[config.mk]
export PLATFORM = sky130hd
export DESIGN_NAME = adder8_reg
export DESIGN_NICKNAME = d
export VERILOG_FILES = /design/src/rtl/adder8_reg.sv
export SDC_FILE = /design/constraint.sdc
export NUM_CORES = 1
export LEC_CHECK = 0
export CAP_MARGIN = 20
export CORE_MARGIN = 2
export CORE_UTILIZATION = 34
export DETAILED_ROUTE_END_ITERATION = 10
export HOLD_SLACK_MARGIN = 0.06
export PLACE_DENSITY = 0.73
export SLEW_MARGIN = 10
export SYNTH_ARGS = -nofsm -noshare
export SYNTH_HDL_FRONTEND = slang
export SYNTH_SLANG_ARGS = --single-unit
[constraint.sdc]
create_clock -name clk -period 0.9 [get_ports clk]
set_clock_uncertainty 0.1 [all_clocks]
set_input_delay 0.18 -clock clk [delete_from_list [all_inputs] [get_ports clk]]
set_output_delay 0.18 -clock clk [all_outputs]
set_load 0.02 [all_outputs]
[src/rtl/adder8_reg.sv]
// 8-bit ripple-carry adder with carry-in/carry-out and registered, valid-qualified outputs.
// The carry chain is a row of WIDTH full-adder cells; results appear one cycle after capture.
module adder8_reg #(
    parameter int WIDTH = 8
) (
    input  logic             clk,
    input  logic             rst_n,
    input  logic [WIDTH-1:0] a,
    input  logic [WIDTH-1:0] b,
    input  logic             cin,
    input  logic             in_valid,
    output logic [WIDTH-1:0] sum,
    output logic             cout,
    output logic             out_valid
);

    logic [WIDTH:0]   c;
    logic [WIDTH-1:0] s;

    assign c[0] = cin;

    for (genvar i = 0; i < WIDTH; i++) begin : g_cell
        logic p;
        assign p      = a[i] ^ b[i];
        assign s[i]   = p ^ c[i];
        assign c[i+1] = (a[i] & b[i]) | (c[i] & p);
    end

    // NOTE: state uses non-blocking assignments so every register samples the
    // pre-edge values; blocking here would create order-dependent simulation.
    // NOTE: sum/cout are reset as well as out_valid so nothing downstream can
    // see a stale or X result after reset, even if it ignores out_valid.
    always_ff @(posedge clk or negedge rst_n) begin
        if (!rst_n) begin
            sum       <= '0;
            cout      <= 1'b0;
            out_valid <= 1'b0;
        end else begin
            out_valid <= in_valid;
            // Result registers load only on valid cycles, so junk on a/b never propagates.
            if (in_valid) begin
                sum  <= s;
                cout <= c[WIDTH];
            end
        end
    end

endmodule

==> impl_metrics.tcl, run 1 <==
set metrics [dict create \
    die_h_um 45.3 \
    area_growth_pct 81.0 \
    violations "setup timing" \
    setup_viol 19 \
    start_util_pct 37.2 \
    cts.reportedPaths.clkPinSlew_ps 60 \
    placed_area_um2 943 \
    antenna_found_initial 0 \
    routabilityCongestion 0.632 \
    drv_cap 0 \
    powerDensity_nw_per_um2 1710 \
    arrival_ps 3260 \
    worst_hold_path_type "input port to asynchronous set/reset pin" \
    ys_seq_area_share_pct 43.2 \
    total_power_mw 1.79 \
    nNetsFinal 107 \
    crit_type "input port to flop" \
    drt_wl_total_mm 1.21 \
    rows 14 \
    cts_buffers 3 \
    finalInstanceArea_um2 1050 \
    ys_types 6 \
    yosysWarnings 0 \
    grt_max_degree 11 \
    clk_latency_ps 260 \
    fin_crit_sh_pct 353 \
    crit_fanout 1 \
    layout-drive-gt1-share_pct 53.8 \
    grt_pass1_wl_mm 1.94 \
    root_buffer "clkbuf_4" \
    startpoint_type "input port" \
    dieArea_um2 2050 \
    p_leak_nw 0.512 \
    setup_ws_ps -2280 \
    syn_area_um2 579 \
    syn_inst 38 \
    rr_worst_depth 2 \
    die_w_um 45.3 \
    ant_nets 0 \
    cts_max_path_buffers 2 \
    finalCriticalPeriod_ps 3180 \
    slew_headroom_pct 90.6 \
    synth_nets 66 \
    crit_required_ps 980 \
    ys_ff_latch 10 \
    wl_per_cell_um 12.9 \
    cts_tree "yes" \
    clkSinkCount 10 \
    rsz0062_at_grt "yes" \
    worst_pin_slew_ps 138 \
    num_vias 430 \
    num-fill-cells 130 \
    fin_cells 94 \
    coreArea_um2 1560 \
    grt_pass1_vias 463 \
    dp_cells 85 \
    first_iter_violations 2 \
    ir_drop_uv 885 \
    hold_buffers 0 \
    hold_violations 0 \
    htree_levels 1 \
    status "finished, violations left" \
    gr-total-overflow 0 \
    drc 0 \
    grtUsageTotal_pct 13.6 \
    portBuffers 29 \
    viasPerCell 4.57 \
    drt-pass1-iter-count 5 \
    max_freq_mhz 315 \
    ios 30 \
    syn_avg_cell_area_um2 15.2 \
    dpl.hpwl_um 933 \
    num_antenna_cells 0 \
    endpoint_kind "flop" \
    slew_viol_final 0 \
]
-- layout by cell type, fill, tap and decap left out, drive strengths merged --
cell type / synthesis / final
buf: 1 / 20
bufbuf: 0 / 1
clkbuf: 0 / 4
clkdlybuf4s50: 0 / 13
dfrtp: 10 / 10
dlygate4sd2: 0 / 3
fa: 8 / 8
inv: 10 / 10
mux2: 6 / 6
mux2i: 3 / 3
-- layer usage --
| metal | vias up | share of wire [%] | track usage [%] |
|---|---|---|---|
| met1 | 217 | 39 | 15.7 |
| met2 | 20 | 53 | 23.7 |
| met5 | - | 0 | 0 |
| met4 | 0 | 0 | 3.53 |
| met3 | 0 | 7.9 | 4.80 |
| li1 | 193 | - | - |
-- where the power goes --
part           internal, mW  total, mW  switching (mW)
sequential            0.545      0.620          0.0746
combinational         0.483      0.779           0.296
clock                 0.245      0.392           0.146
total                  1.27       1.79           0.517
-- logic make-up (layout without fill, tap and decap cells) --
group / count (synthesis) / in the layout / share of synthesized area, %
flops: 10 / 10 / 43.2
buf+inv: 11 / 51 / 8.42
fa+ha+maj: 8 / 8 / 27.6
mux: 9 / 9 / 20.7
-- metrics by stage --
step / hold slack (ps) / utilization [%] / worst slack (ps) / setup TNS, ps
floorplan: -216 / - / -2360 / -12420
global placement: 393 / 60.5 / -2890 / -20180
detailed placement: 399 / 60.5 / -2910 / -20390
CTS: 135 / 65.4 / -2400 / -13580
global route: 141 / 67.3 / -2350 / -13470
finish: 142 / 67.3 / -2280 / -12930
-- area by class of cell --
type	count	area [um2]	share of cell area [%]
clock buffer	4	36.3	3.46
inverter	10	37.5	3.58
timing repair buffer	37	407	38.8
sequential	10	250	23.9
multi-input combinational	17	298	28.4
tap	16	20.0	1.91
-- Yosys cell counts --
master   instances  area, um2
mux2_4           6       90.1
buf_6            1       11.3
fa_1             8        160
mux2i_1          3       30.0
dfrtp_1         10        250
inv_1           10       37.5
-- worst paths after layout --
check / endpoint / startpoint / slack (ps)
min in group clk: sum[0] / a[0] / 230
worst min-delay path: out_valid / rst_n / 140
max in group asynchronous: sum[0] / rst_n / 460
worst max register to register: sum[2] / sum[2] / -110
worst max-delay path: sum[7] / b[0] / -2280
worst min register to register: sum[0] / sum[0] / 440
-- critical path: stages --
cell and delay [ps]:
buf_6 90, fa_2 370, inv_2 60, fa_2 180, inv_2 40, fa_2 330, fa_2 360, fa_2 350
fa_2 350, fa_2 360, inv_2 60, fa_1 390, mux2i_1 130
-- registers in the layout (all words and copies together) (netlist names) --
signal	cells
cout	1
out_valid	1
sum	8
-- what timing repair did --
action                                  in CTS  in global routing
gates cloned                                 1                  0
pin swaps                                    8                  8
buffers inserted                             1                  3
endpoints found under the setup margin      19                 19
resized for setup                           77                  1
(Power assumes the default switching activity.)
==> inputs of run 2 (changes only) <==
--- a/config.mk
+++ b/config.mk
@@ -6,7 +6,7 @@
 export NUM_CORES = 1
 export LEC_CHECK = 0
 export CAP_MARGIN = 20
-export CORE_MARGIN = 2
+export CORE_MARGIN = 10
 export CORE_UTILIZATION = 34
 export DETAILED_ROUTE_END_ITERATION = 10
 export HOLD_SLACK_MARGIN = 0.06
==> run 2 against run 1 <==
The run still ends with setup timing left. Core utilization fell by 1.8 points. Sequential share of layout area rose by 0.67 points. Register-to-register slack barely moved. Largest cell class unchanged.
==> impl_metrics.tcl, run 2 (synthesis results as in run 1) <==
set metrics [dict create \
    ff2ff_setup_slack_ps -100 \
    num_vias 402 \
    max_freq_mhz 315 \
    layout-drive-gt1-share_pct 53.3 \
    htree_levels 1 \
    worst_pin_slew_ps 110 \
    routabilityCongestion 0.718 \
    drc 0 \
    rows 14 \
    finalCriticalPeriod_ps 3180 \
    crit_required_ps 990 \
    hold_violations 0 \
    gr-total-overflow 0 \
    p_leak_nw 0.494 \
    total_power_mw 1.67 \
    top_regs "sum (8), cout (1), out_valid (1)" \
    slew_viol_final 0 \
    drv_cap 0 \
    violations "setup timing" \
    die_w_um 61.3 \
    ant_nets 0 \
    rsz0062_at_grt "yes" \
    area_growth_pct 76.0 \
    ios 30 \
    first_iter_violations 7 \
    dieArea_um2 3750 \
    clkSinkCount 10 \
    drt-pass1-iter-count 4 \
    num_antenna_cells 0 \
    drt_wl_total_mm 1.42 \
    startpoint_type "input port" \
    grt_pass1_wl_mm 2.19 \
    portBuffers 29 \
    coreArea_um2 1560 \
    setup_viol 19 \
    layout_common_cells "13 x clkdlybuf4s50_1, 12 x buf_6, 10 x dfrtp_1" \
    crit_fanout 1 \
    cts_max_path_buffers 2 \
    wl_per_cell_um 15.6 \
    powerDensity_nw_per_um2 1640 \
    cts_tree "yes" \
    antenna_found_initial 0 \
    dp_cells 86 \
    grt_max_degree 11 \
    critPathBufInv 4 \
    viasPerCell 4.42 \
    largest_reg_flops 8 \
    slew_headroom_pct 92.5 \
    die_h_um 61.3 \
    path_delay_family "adder cells" \
    fin_crit_sh_pct 353 \
    top_register "sum" \
    grtUsageTotal_pct 8.09 \
    arrival_ps 3260 \
    setup_ws_ps -2280 \
    start_util_pct 37.2 \
    critPathMaxStageDelay_ps 390 \
    worst_hold_path_type "input port to asynchronous set/reset pin" \
    crit_path_frequent_cell "fa_2" \
    root_buffer "clkbuf_4" \
    status "finished, violations left" \
    endpoint_kind "flop" \
    cts_buffers 3 \
    clk_latency_ps 260 \
    cts.reportedPaths.clkPinSlew_ps 60 \
    nNetsFinal 105 \
    grt_pass1_vias 424 \
    final_common_cell "clkdlybuf4s50_1" \
    crit_type "input port to flop" \
    worst_path_max_delay_cell "fa_1" \
    ir_drop_uv 721 \
    dpl.hpwl_mm 1.22 \
    fin_cells 91 \
    crit_chain "buf_6, fa_2, inv_2, fa_2, inv_2, fa_2, fa_2, fa_2, fa_2, fa_2, inv_2, fa_1, mux2i_1" \
]
-- run 2: cell types whose count changed in the layout (fill, tap and decap cells not counted) --
cell	previous run	this run
clkbuf_8	1	0
buf_4	5	3
inv_1	6	5
inv_2	4	5
-- run 2: metal layers --
metal	vias up	global-route usage [%]	share of wire, %
li1	187	-	-
met1	183	9.96	42
met2	29	10.9	43
met3	3	4.12	13
met4	0	4.89	1.7
met5	-	0	0
-- run 2: worst paths after layout --
check,from,endpoint,cells past startpoint
setup / recovery,b[0],sum[7],13
hold / removal,rst_n,sum[2],2
setup reg to reg,sum[2],sum[2],2
hold reg to reg,sum[1],sum[1],2
max in group asynchronous,rst_n,out_valid,2
min in group clk,a[0],sum[0],3
-- run 2: layout make-up --
cell class                 instances  area [um2]
inverter                          10        37.5
sequential                        10         250
timing repair buffer              35         392
fill                             120         539
multi-input combinational         17         298
tap                               16        20.0
clock buffer                       3        22.5
-- run 2: metrics by stage --
stage	hold slack, ps	utilization, %	cell area [um2]	worst slack, ps	setup TNS [ps]
floorplan	-216	-	597	-2360	-12420
global placement	395	61.0	951	-2880	-20320
detailed placement	397	61.0	951	-2950	-20630
CTS	124	64.5	1010	-2430	-13890
global route	120	65.4	1020	-2350	-13750
finish	126	65.4	1020	-2280	-13120
-- run 2: power by group --
group	total [mW]	switching (mW)	internal (mW)	leakage [nW]
sequential	0.617	0.0721	0.545	0.117
clock	0.302	0.147	0.154	0.0138
combinational	0.755	0.294	0.461	0.364
-- run 2: what timing repair did --
action,4_1_cts,5_1_grt
buffers inserted,0,1
gates resized for setup,78,1
hold buffers,0,0
endpoints found under the setup margin,19,19
cloned,1,0
pin swaps,8,8
==> inputs of run 3 (changes only) <==
--- a/config.mk
+++ b/config.mk
@@ -6,7 +6,7 @@
 export NUM_CORES = 1
 export LEC_CHECK = 0
 export CAP_MARGIN = 20
-export CORE_MARGIN = 10
+export CORE_MARGIN = 2
 export CORE_UTILIZATION = 34
 export DETAILED_ROUTE_END_ITERATION = 10
 export HOLD_SLACK_MARGIN = 0.06
==> constraint.sdc (replaced) <==
create_clock -name clk -period 2.7 [get_ports clk]
set_clock_uncertainty 0.1 [all_clocks]
set_input_delay 0.54 -clock clk [delete_from_list [all_inputs] [get_ports clk]]
set_output_delay 0.54 -clock clk [all_outputs]
set_load 0.02 [all_outputs]
==> run 3 against run 2 <==
Final area decreased by 10%. Global-route usage up 3.3 points. Total power fell by 70%. Critical path type unchanged. Clock-buffer cell count stayed put. The run still ends with setup timing left. Critical endpoint unchanged. Sequential power down 68%. Highest routed layer unchanged. Sequential share of layout area rose by 2.8 points. Worst hold slack improved by 290 ps.
==> impl_metrics.tcl, run 3 (synthesis results as in run 1) <==
set metrics [dict create \
    worst_pin_slew_ps 588 \
    coreArea_um2 1560 \
    powerDensity_nw_per_um2 556 \
    post_cts_buffers 0 \
    drt_wl_total_um 974 \
    hold_violations 0 \
    post-route-util_pct 58.7 \
    crit_required_ps 2770 \
    crit_type "input port to flop" \
    antenna_found_initial 0 \
    slew_viol_final 0 \
    gr-total-overflow 0 \
    largest_reg_flops 8 \
    area_growth_pct 58.1 \
    dpl.hpwl_um 870 \
    clkSinkCount 10 \
    p_leak_nw 0.417 \
    violations "setup timing" \
    hp-start "sum[2]" \
    crit_path_frequent_cell "fa_2" \
    cts.reportedPaths.clkPinSlew_ps 60 \
    rows 14 \
    dieArea_um2 2050 \
    num-fill-cells 137 \
    multiInputGateArea_um2 298 \
    clk_latency_ps 250 \
    routabilityCongestion 0.626 \
    ios 30 \
    layout_common_cells "26 x clkdlybuf4s50_1, 10 x dfrtp_1, 7 x fa_2" \
    slew_headroom_pct 60.7 \
    worst_hold_path_type "flop to flop" \
    startpoint_type "input port" \
    setup_ws_ps -899 \
    die_w_um 45.3 \
    viasPerCell 4.35 \
    cts_tree "yes" \
    drt-pass1-iter-count 5 \
    drv_cap 0 \
    rsz0062_at_grt "yes" \
    layout-drive-gt1-share_pct 33.3 \
    crit_chain "buf_6, fa_2, inv_2, fa_2, inv_2, fa_2, fa_2, fa_2, fa_2, fa_2, inv_2, fa_1, mux2i_1" \
    place_ws_ps -1510 \
    grt_pass1_wl_mm 1.63 \
    fin_crit_sh_pct 133 \
    ant_nets 0 \
    r2r-start "sum[0]" \
    hold_buffers 0 \
    wl_per_cell_um 11.5 \
    hold_end "sum[2]" \
    fin_cells 85 \
    grtUsageTotal_pct 11.4 \
    grt_pass1_vias 400 \
    worst_path_max_delay_cell "fa_2" \
    num_antenna_cells 0 \
    portBuffers 29 \
    die_h_um 45.3 \
    crit_fanout 1 \
    htree_levels 1 \
    setup_viol 4 \
    dp_cells 82 \
    total_power_mw 0.510 \
    top_register "sum" \
    num_vias 370 \
    reg2reg_to "sum[0]" \
    rr_worst_depth 1 \
    seq_area_um2 250 \
    ff2ff_setup_slack_ps 1830 \
    drc 0 \
    status "finished, violations left" \
    final_common_cell "clkdlybuf4s50_1" \
    nNetsFinal 99 \
    grt_max_degree 11 \
    first_iter_violations 1 \
    max_freq_mhz 278 \
    root_buffer "clkbuf_4" \
    endpoint_kind "flop" \
    top_regs "sum (8), cout (1), out_valid (1)" \
    worstHoldPathCells 1 \
    finalCriticalPeriod_ps 3600 \
    tns_ps -2450 \
    cts_max_path_buffers 2 \
    critPathMaxStageDelay_ps 400 \
    ir_drop_uv 345 \
    cts_buffers 3 \
    start_util_pct 37.2 \
    arrival_ps 3670 \
]
[run 3: per-layer routing]
layer | GRT usage (%) | part of all wire [%] | vias to the layer above
li1 | - | - | 176
met1 | 14.7 | 46 | 168
met2 | 18.0 | 46 | 23
met3 | 2.80 | 6.7 | 3
met4 | 5.29 | 2.0 | 0
met5 | 0 | 0 | -
[run 3: worst max-delay path by stage]
stage / to / from / slack, ps
after floorplan: sum[7] / a[0] / -920
after global placement: sum[7] / a[0] / -1450
after detailed placement: sum[7] / a[0] / -1510
after CTS: sum[7] / a[0] / -990
after global routing: sum[7] / b[0] / -1000
final: sum[7] / b[0] / -900
[run 3: area by class of cell]
class                      instances  share of cell area [%]
inverter                          10                    4.10
timing repair buffer              29                    31.4
sequential                        10                    27.3
tap                               16                    2.19
multi-input combinational         17                    32.5
clock buffer                       3                    2.46
[run 3: power breakdown]
group,internal [mW],switching [mW]
Combinational,0.127,0.0910
Sequential,0.182,0.0176
Clock,0.0509,0.0410
Total,0.360,0.150
[run 3: metrics by stage]
step	hold slack (ps)	area (um2)
finish	415	916
global placement	393	896
global route	431	916
floorplan	144	597
CTS	421	910
detailed placement	397	896
[run 3: worst max-delay path, delay by kind of cell]
kind	cells	cell delay (ps)
adder cells (fa/ha/maj)	8	2740
buffers and inverters	4	250
multiplexers	1	140
[run 3: timing repair]
action	CTS	global route
resized for setup	13	2
setup endpoints to repair	5	4
pin swaps	8	8
endpoints found under the hold margin	0	0
